`src/rtl/multiport_slot_queue.sv`:
```
// Unordered multi-port slot buffer: enqueues fill the lowest free slots and
// dequeues take the lowest-index slots that are both valid and requested.
module multiport_slot_queue #(
  parameter int Depth    = 8,
  parameter int EnqWidth = 2,
  parameter int SelWidth = 2,
  parameter int Width    = 16,
  localparam int PtrWidth = $clog2(Depth)
) (
  input  logic                         clk,
  input  logic                         rst,
  input  logic                         flush_i,
  input  logic [EnqWidth-1:0]          enq_vld_i,
  input  logic [EnqWidth*Width-1:0]    enq_payload_i,
  output logic [EnqWidth-1:0]          enq_rdy_o,
  input  logic [Depth-1:0]             sel_req_i,
  output logic [SelWidth-1:0]          deq_vld_o,
  output logic [SelWidth*Width-1:0]    deq_payload_o,
  output logic [SelWidth*PtrWidth-1:0] deq_idx_o,
  input  logic [SelWidth-1:0]          deq_rdy_i,
  output logic [Depth-1:0]             entry_vld_o,
  output logic [PtrWidth:0]            count_o
);

  localparam int CntWidth = PtrWidth + 1;

  logic [Depth-1:0]                 entry_vld;
  logic [Width-1:0]                 payload [Depth];
  logic [PtrWidth:0]                count;
  logic [EnqWidth-1:0][Depth-1:0]   enq_mask;
  logic [SelWidth-1:0][Depth-1:0]   result_mask;
  logic [EnqWidth-1:0]              enq_fire;
  logic [SelWidth-1:0]              deq_fire;
  logic [Depth-1:0]                 set_mask;
  logic [Depth-1:0]                 clr_mask;
  logic [PtrWidth:0]                n_enq;
  logic [PtrWidth:0]                n_deq;

  // Static priority: port k gets the k-th lowest free slot of the registered state.
  always_comb begin : enq_select
    logic [Depth-1:0] avail;
    avail = ~entry_vld;
    for (int k = 0; k < EnqWidth; k++) begin
      enq_mask[k] = avail & (~avail + Depth'(1));
      avail       = avail & ~enq_mask[k];
    end
  end

  always_comb begin : deq_select
    logic [Depth-1:0] avail;
    avail = sel_req_i & entry_vld;
    for (int j = 0; j < SelWidth; j++) begin
      result_mask[j] = avail & (~avail + Depth'(1));
      avail          = avail & ~result_mask[j];
    end
  end

  always_comb begin
    for (int k = 0; k < EnqWidth; k++) begin
      enq_rdy_o[k] = |enq_mask[k];
    end
  end

  // Index and payload stay zero on idle ports.
  always_comb begin
    deq_vld_o     = '0;
    deq_idx_o     = '0;
    deq_payload_o = '0;
    for (int j = 0; j < SelWidth; j++) begin
      deq_vld_o[j] = |result_mask[j];
      for (int i = 0; i < Depth; i++) begin
        if (result_mask[j][i]) begin
          deq_idx_o[j*PtrWidth +: PtrWidth] |= PtrWidth'(i);
          deq_payload_o[j*Width +: Width]   |= payload[i];
        end
      end
    end
  end

  assign enq_fire = enq_vld_i & enq_rdy_o;
  assign deq_fire = deq_vld_o & deq_rdy_i;

  always_comb begin
    set_mask = '0;
    clr_mask = '0;
    n_enq    = '0;
    n_deq    = '0;
    for (int k = 0; k < EnqWidth; k++) begin
      if (enq_fire[k]) set_mask = set_mask | enq_mask[k];
      n_enq = n_enq + CntWidth'(enq_fire[k]);
    end
    for (int j = 0; j < SelWidth; j++) begin
      if (deq_fire[j]) clr_mask = clr_mask | result_mask[j];
      n_deq = n_deq + CntWidth'(deq_fire[j]);
    end
  end

  always_ff @(posedge clk) begin
    if (rst || flush_i) begin
      entry_vld <= '0;
      count     <= '0;
    end else begin
      entry_vld <= (entry_vld & ~clr_mask) | set_mask;
      count     <= count + n_enq - n_deq;
    end
  end

  // Payload storage is deliberately not reset; a slot is only read once valid.
  always_ff @(posedge clk) begin
    for (int i = 0; i < Depth; i++) begin
      for (int k = 0; k < EnqWidth; k++) begin
        if (enq_fire[k] && enq_mask[k][i]) payload[i] <= enq_payload_i[k*Width +: Width];
      end
    end
  end

  assign entry_vld_o = entry_vld;
  assign count_o     = count;

  for (genvar k = 0; k < EnqWidth; k++) begin : g_enq_chk
    assert property (@(posedge clk) disable iff (rst) $onehot0(enq_mask[k]));
    for (genvar m = k + 1; m < EnqWidth; m++) begin : g_pair
      assert property (@(posedge clk) disable iff (rst) (enq_mask[k] & enq_mask[m]) == '0);
    end
  end

  for (genvar j = 0; j < SelWidth; j++) begin : g_deq_chk
    assert property (@(posedge clk) disable iff (rst) $onehot0(result_mask[j]));
    for (genvar m = j + 1; m < SelWidth; m++) begin : g_pair
      assert property (@(posedge clk) disable iff (rst) (result_mask[j] & result_mask[m]) == '0);
    end
  end

  assert property (@(posedge clk) disable iff (rst) $countones(entry_vld) == int'(count));
  assert property (@(posedge clk) disable iff (rst) (set_mask & entry_vld) == '0);

endmodule

```
`config.mk`:
```
export PLATFORM = sky130hd
export DESIGN_NAME = multiport_slot_queue
export DESIGN_NICKNAME = d
export VERILOG_FILES = /design/src/rtl/multiport_slot_queue.sv
export SDC_FILE = /design/constraint.sdc
export NUM_CORES = 1
export LEC_CHECK = 0
export ABC_AREA = 1
export ABC_CLOCK_PERIOD_IN_PS = 7100
export BUFFER_PORTS_ARGS = -buffer_cell sky130_fd_sc_hd__buf_2
export CAP_MARGIN = 20
export CORE_UTILIZATION = 52
export CTS_BUF_LIST = sky130_fd_sc_hd__clkbuf_8
export DETAILED_ROUTE_END_ITERATION = 8
export PLACE_DENSITY = 0.73
export SLEW_MARGIN = 20
export SYNTH_ARGS = -nofsm -noshare
export SYNTH_HDL_FRONTEND = slang
export SYNTH_SLANG_ARGS = --single-unit
```
`constraint.sdc`:
```
create_clock -name clk -period 7.1 [get_ports clk]
set_clock_uncertainty 0.2 [all_clocks]
set_input_delay 1.065 -clock clk [delete_from_list [all_inputs] [get_ports clk]]
set_output_delay 1.065 -clock clk [all_outputs]
set_load 0.1 [all_outputs]
```
==> flow_metrics.env, run 1 <==
export IMPL_outcome="finished, final reports clean"
export IMPL_die_h_um=123.9
export IMPL_start_kind="input pin"
export IMPL_hp_class="register to register"
export IMPL_avgSynthCellArea_um2=8.489
export IMPL_vdd_drop_max_mv=0.1099
export IMPL_synth_top_area_share_pct=49.76
export IMPL_worstPathArrival_ns=3.61
export IMPL_ys_top_cells_by_count="nand2_1, edfxtp_1, inv_1"
export IMPL_tns_ns=0
export IMPL_die_x_um=123.9
export IMPL_cts_hold_buffers_added=0
export IMPL_timing_slew_headroom_pct=33.82
export IMPL_fin_area_um2=8701
export IMPL_hpwl_um=15490
export IMPL_yosysSeqAreaShare_pct=52.87
export IMPL_yosys_top_cells_area="edfxtp_1, nand2_1, o21ai_0"
export IMPL_cts_resized=0
export IMPL_core_rowCount=44
export IMPL_startpoint="sel_req_i[1]"
export IMPL_synth_edf_count=128
export IMPL_seqCellArea_um2=4084
export IMPL_synthesis_nets=962
export IMPL_drive_gt1_share_pct=16.11
export IMPL_drt_pre_antenna_iters=5
export IMPL_num_io_pins=101
export IMPL_root_buffer="clkbuf_8"
export IMPL_period_minus_slack_ns=4.879
export IMPL_ys_ff_latch=140
export IMPL_final_max_slew_viol_count=0
export IMPL_pre_cts_ws_ns=2.341
export IMPL_antenna_found_initial=0
export IMPL_yosys_warnings=0
export IMPL_synth_area_um2=7725
export IMPL_multi_input_comb_area_um2=3042
export IMPL_worst_slew_pin_slew_ns=0.9917
export IMPL_start_util_pct=53.15
export IMPL_clk_latency_ns=0.45
export IMPL_grt_use_total_pct=30.62
export IMPL_via_count=7015
export IMPL_wl_per_cell_um=19.07
export IMPL_drtIter0Drc=1058
export IMPL_reg2reg_from="entry_vld_o[1]$_SDFF_PP0_"
export IMPL_end_kind="output pin"
export IMPL_grt_pass1_wl_um=34110
export IMPL_drc=0
export IMPL_post_cts_setup_buffers=0
export IMPL_core_um2=14530
export IMPL_fin_crit_sh_pct=68.72
export IMPL_power_mw=1.759
export IMPL_finalWirelength_um=22810
export IMPL_rsz0062_at_grt="false"
export IMPL_p_sw_mw=0.5059
export IMPL_p_int_mw=1.253
export IMPL_grt_max_degree=35
export IMPL_timing_hold_violations_final=0
export IMPL_clk_pin_slew_ns=0.08
export IMPL_synth_ff_type="edfxtp_1"
export IMPL_yosysTopAreaCell="edfxtp_1"
export IMPL_port_buffers=100
export IMPL_p_seq_share_pct=53.2
export IMPL_die_area_um2=15350
export IMPL_power_share_clock_pct=35.3
export IMPL_leakagePower_nw=3.741
export IMPL_cts_max_level=4
export IMPL_max_freq_ghz=0.2050
export IMPL_clock_sinks=140
export IMPL_nets=1051
export IMPL_place_area_um2=8329
export IMPL_finalSetupViolCount=0
export IMPL_yosysUniqueCellTypes=35
export IMPL_numCtsBuffers=17
export IMPL_place_gp_congestion=0.9351
export IMPL_hp_start="count_o[3]$_SDFF_PP0_"
export IMPL_grt_overflow_total=0
export IMPL_p_comb_share_pct=11.5
export IMPL_tritoncts="done"
export IMPL_holdWs_ns=0.2634
export IMPL_postRouteAntennaNets=0
export IMPL_crit_fanout=18
export IMPL_syn_inst=910
export IMPL_vias_per_cell=5.865
export IMPL_grt_pass1_vias=6105
export IMPL_syn_to_final_growth_pct=12.63
export IMPL_critPathRequiredTime_ns=5.83
export IMPL_fin_ws_ns=2.221
export IMPL_ys_async_sr_fraction_pct=0
export IMPL_powerDensity_nw_per_um2=202.2
export IMPL_worstSetupPathType="input pin to output pin"
export IMPL_drv_cap=0
export IMPL_clock_path_buffers=2
export IMPL_yosys_cell_count_top_type="nand2_1"
export IMPL_final_fill_count=1312
export IMPL_antenna_cells=0
export IMPL_p_sw_share_pct=28.76
## stage by stage
step,utilization (%),std cells
floorplan,-,910
global placement,57.27,1164
detailed placement,57.31,1164
CTS,59.87,1196
global route,59.87,1196
finish,59.87,1196
## kinds of logic after synthesis
| logic type | after synthesis | share of synthesized area (%) |
|---|---|---|
| compound gates | 226 | 16.72 |
| flops | 140 | 52.87 |
| simple gates | 390 | 21.28 |
| buf+inv | 148 | 7.920 |
| xor+xnor | 1 | 0.1134 |
| fa+ha+maj | 5 | 1.101 |
## layout make-up
| class | count | area share (%) |
|---|---|---|
| Timing Repair Buffer | 108 | 6.442 |
| Clock buffer | 17 | 2.689 |
| Sequential cell | 140 | 46.94 |
| Clock inverter | 15 | 1.582 |
| Inverter | 110 | 4.745 |
| Multi-Input combinational cell | 622 | 34.96 |
| Tap cell | 184 | 2.646 |
## routing by layer
layer / up-vias / wire length (um) / track usage (%)
met5: - / 0 / 0
met4: 0 / 311 / 8.660
met3: 33 / 2894 / 8.471
met2: 467 / 9664 / 43.58
met1: 3213 / 9941 / 45.43
li1: 3302 / - / -
## layout by cell type (no fill, tap or decap), types with 4 or more instances in the layout
master and count:
o211ai_1 14, o2111ai_1 5, nor2_1 42, clkinvlp_4 4, o21ai_0 79, inv_1 105
nand4_1 14, nand2_1 276, inv_6 5, clkbuf_8 17, dfxtp_1 12, a221oi_1 26
nor3_1 4, inv_2 4, buf_2 100, nand3_1 32, a21oi_1 36, a31oi_1 4
edfxtp_1 128, o21ai_1 61, buf_4 8, nor2_2 7
## path summary, 6_finish.rpt
kind,to,slack [ns],cells past startpoint
setup / recovery,deq_payload_o[2],2.22,9
hold / removal,count_o[3]$_SDFF_PP0_,0.26,1
setup reg to reg,count_o[3]$_SDFF_PP0_,3.00,17
hold reg to reg,count_o[3]$_SDFF_PP0_,0.26,1
## registers in the layout, indices dropped and copies added (netlist names)
name         count
count_o          4
entry_vld_o      8
payload        128
## power by group through the flow
stage / clock, mW / combinational [mW] / sequential (mW)
after CTS: 0.618 / 0.200 / 0.935
after global routing: 0.648 / 0.220 / 0.938
after floorplan: 0 / 0.123 / 0.967
after detailed placement: 0 / 0.199 / 0.954
final: 0.620 / 0.203 / 0.936
after global placement: 0 / 0.196 / 0.953
## worst max-delay path, stage by stage
cell	delay, ns
buf_2	0.09
nand2_1	0.09
nand2_2	0.12
nor2_1	0.32
nand2_1	0.64
o211ai_1	0.66
a21oi_1	0.10
nand3_1	0.10
buf_2	0.42
No activity file was read; power rests on OpenSTA's default activity.
==> inputs of run 2 (changes only) <==
- ABC_CLOCK_PERIOD_IN_PS: 7100 -> 4500
- clock period: 7.1 -> 4.5 ns (I/O delays scaled with it)
==> flow_metrics.env, run 2 (same netlist as run 1, synthesis figures left out) <==
export IMPL_vdd_drop_max_mv=0.1847
export IMPL_drc=0
export IMPL_vias_per_cell=5.745
export IMPL_cts_max_level=4
export IMPL_worst_slew_pin_slew_ns=0.8941
export IMPL_numCtsBuffers=17
export IMPL_tns_ns=0
export IMPL_die_x_um=123.9
export IMPL_nets=1060
export IMPL_final_max_slew_viol_count=0
export IMPL_fin_area_um2=8777
export IMPL_num_io_pins=101
export IMPL_hp_class="register to register"
export IMPL_grt_use_total_pct=30.49
export IMPL_clock_sinks=140
export IMPL_postRouteAntennaNets=0
export IMPL_grt_overflow_total=0
export IMPL_final_common_cell="nand2_1"
export IMPL_core_rowCount=44
export IMPL_die_area_um2=15350
export IMPL_finalWirelength_um=22630
export IMPL_cts_resized=0
export IMPL_timing_hold_violations_final=0
export IMPL_place_gp_congestion=0.9382
export IMPL_critPathRequiredTime_ns=3.62
export IMPL_end_kind="output pin"
export IMPL_grt_pass1_wl_um=33430
export IMPL_rsz0062_at_grt="false"
export IMPL_clock_path_buffers=2
export IMPL_max_freq_ghz=0.2521
export IMPL_syn_to_final_growth_pct=13.62
export IMPL_final_cell_mix="nand2_1, edfxtp_1, inv_1"
export IMPL_antenna_found_initial=0
export IMPL_largest_reg_flops=128
export IMPL_placed_cells=1173
export IMPL_leakagePower_nw=3.798
export IMPL_final_cell_count_no_fill=1205
export IMPL_via_count=6923
export IMPL_tritoncts="done"
export IMPL_period_minus_slack_ns=3.967
export IMPL_drv_cap=0
export IMPL_wl_per_cell_um=18.78
export IMPL_core_um2=14530
export IMPL_finalSetupViolCount=0
export IMPL_cts_hold_buffers_added=0
export IMPL_fin_crit_sh_pct=88.16
export IMPL_port_buffers=100
export IMPL_regMostFlops="payload"
export IMPL_clk_latency_ns=0.45
export IMPL_fin_util_pct=60.39
export IMPL_worstSetupPathType="register to output pin"
export IMPL_start_kind="register"
export IMPL_root_buffer="clkbuf_8"
export IMPL_die_h_um=123.9
export IMPL_drt_pre_antenna_iters=6
export IMPL_powerDensity_nw_per_um2=315.7
export IMPL_grt_pass1_vias=5994
export IMPL_antenna_cells=0
export IMPL_hpwl_um=15490
export IMPL_timing_slew_headroom_pct=40.25
export IMPL_crit_fanout=18
export IMPL_place_area_um2=8403
export IMPL_pre_cts_ws_ns=0.3371
export IMPL_drtIter0Drc=1045
export IMPL_worstPathArrival_ns=3.09
export IMPL_fin_ws_ns=0.5326
export IMPL_post_cts_setup_buffers=0
export IMPL_clk_pin_slew_ns=0.09
export IMPL_outcome="finished, final reports clean"
export IMPL_grt_max_degree=35
export IMPL_start_util_pct=53.15
export IMPL_drive_gt1_share_pct=17.34
run 2: critical path, stage by stage, from the launching register on:
cell	delay [ns]
dfxtp_2	0.37
nand2_1	0.12
nand2_2	0.11
nor2_1	0.28
nand2_1	0.57
o2111ai_1	0.54
a21oi_1	0.08
nand2_1	0.11
buf_2	0.43
run 2: where the power goes:
part / internal (mW) / switching, mW / leakage, nW
Sequential: 1.46 / 0.0130 / 1.28
Combinational: 0.0740 / 0.244 / 2.34
Clock: 0.445 / 0.533 / 0.177
Total: 1.98 / 0.791 / 3.80
run 2: worst paths after layout:
check                                 start               endpoint  slack [ns]  depth (start not counted)
setup / recovery  entry_vld_o[1]$_SDFF_PP0_      deq_payload_o[15]        0.53                          8
hold / removal        count_o[3]$_SDFF_PP0_  count_o[3]$_SDFF_PP0_        0.26                          1
setup reg to reg  entry_vld_o[1]$_SDFF_PP0_  count_o[3]$_SDFF_PP0_        0.69                         17
hold reg to reg       count_o[3]$_SDFF_PP0_  count_o[3]$_SDFF_PP0_        0.26                          1
run 2: layout make-up:
type | instances | area, um^2
sequential | 140 | 4093
fill | 1294 | 5757
tap | 184 | 230.2
clock buffer | 17 | 234.0
timing repair buffer | 117 | 628.1
multi-input combinational | 622 | 3039
clock inverter | 15 | 140.1
inverter | 110 | 412.9
run 2: metrics by stage:
stage          power [mW]  hold WS (ns)
5_1_grt             2.853        0.2898
3_5_place_dp        1.817        0.2514
4_1_cts             2.762        0.2631
3_3_place_gp        1.811        0.2373
6_report            2.771        0.2596
2_1_floorplan       1.720        0.5469
run 2: routing by layer:
layer  GRT usage (%)  vias to the layer above  share of wire [%]
met5               0                        -                  0
li1                -                     3316                  -
met1           45.02                     3141                 42
met2           45.63                      428                 44
met4           8.509                        0                1.4
met3           5.907                       38                 13
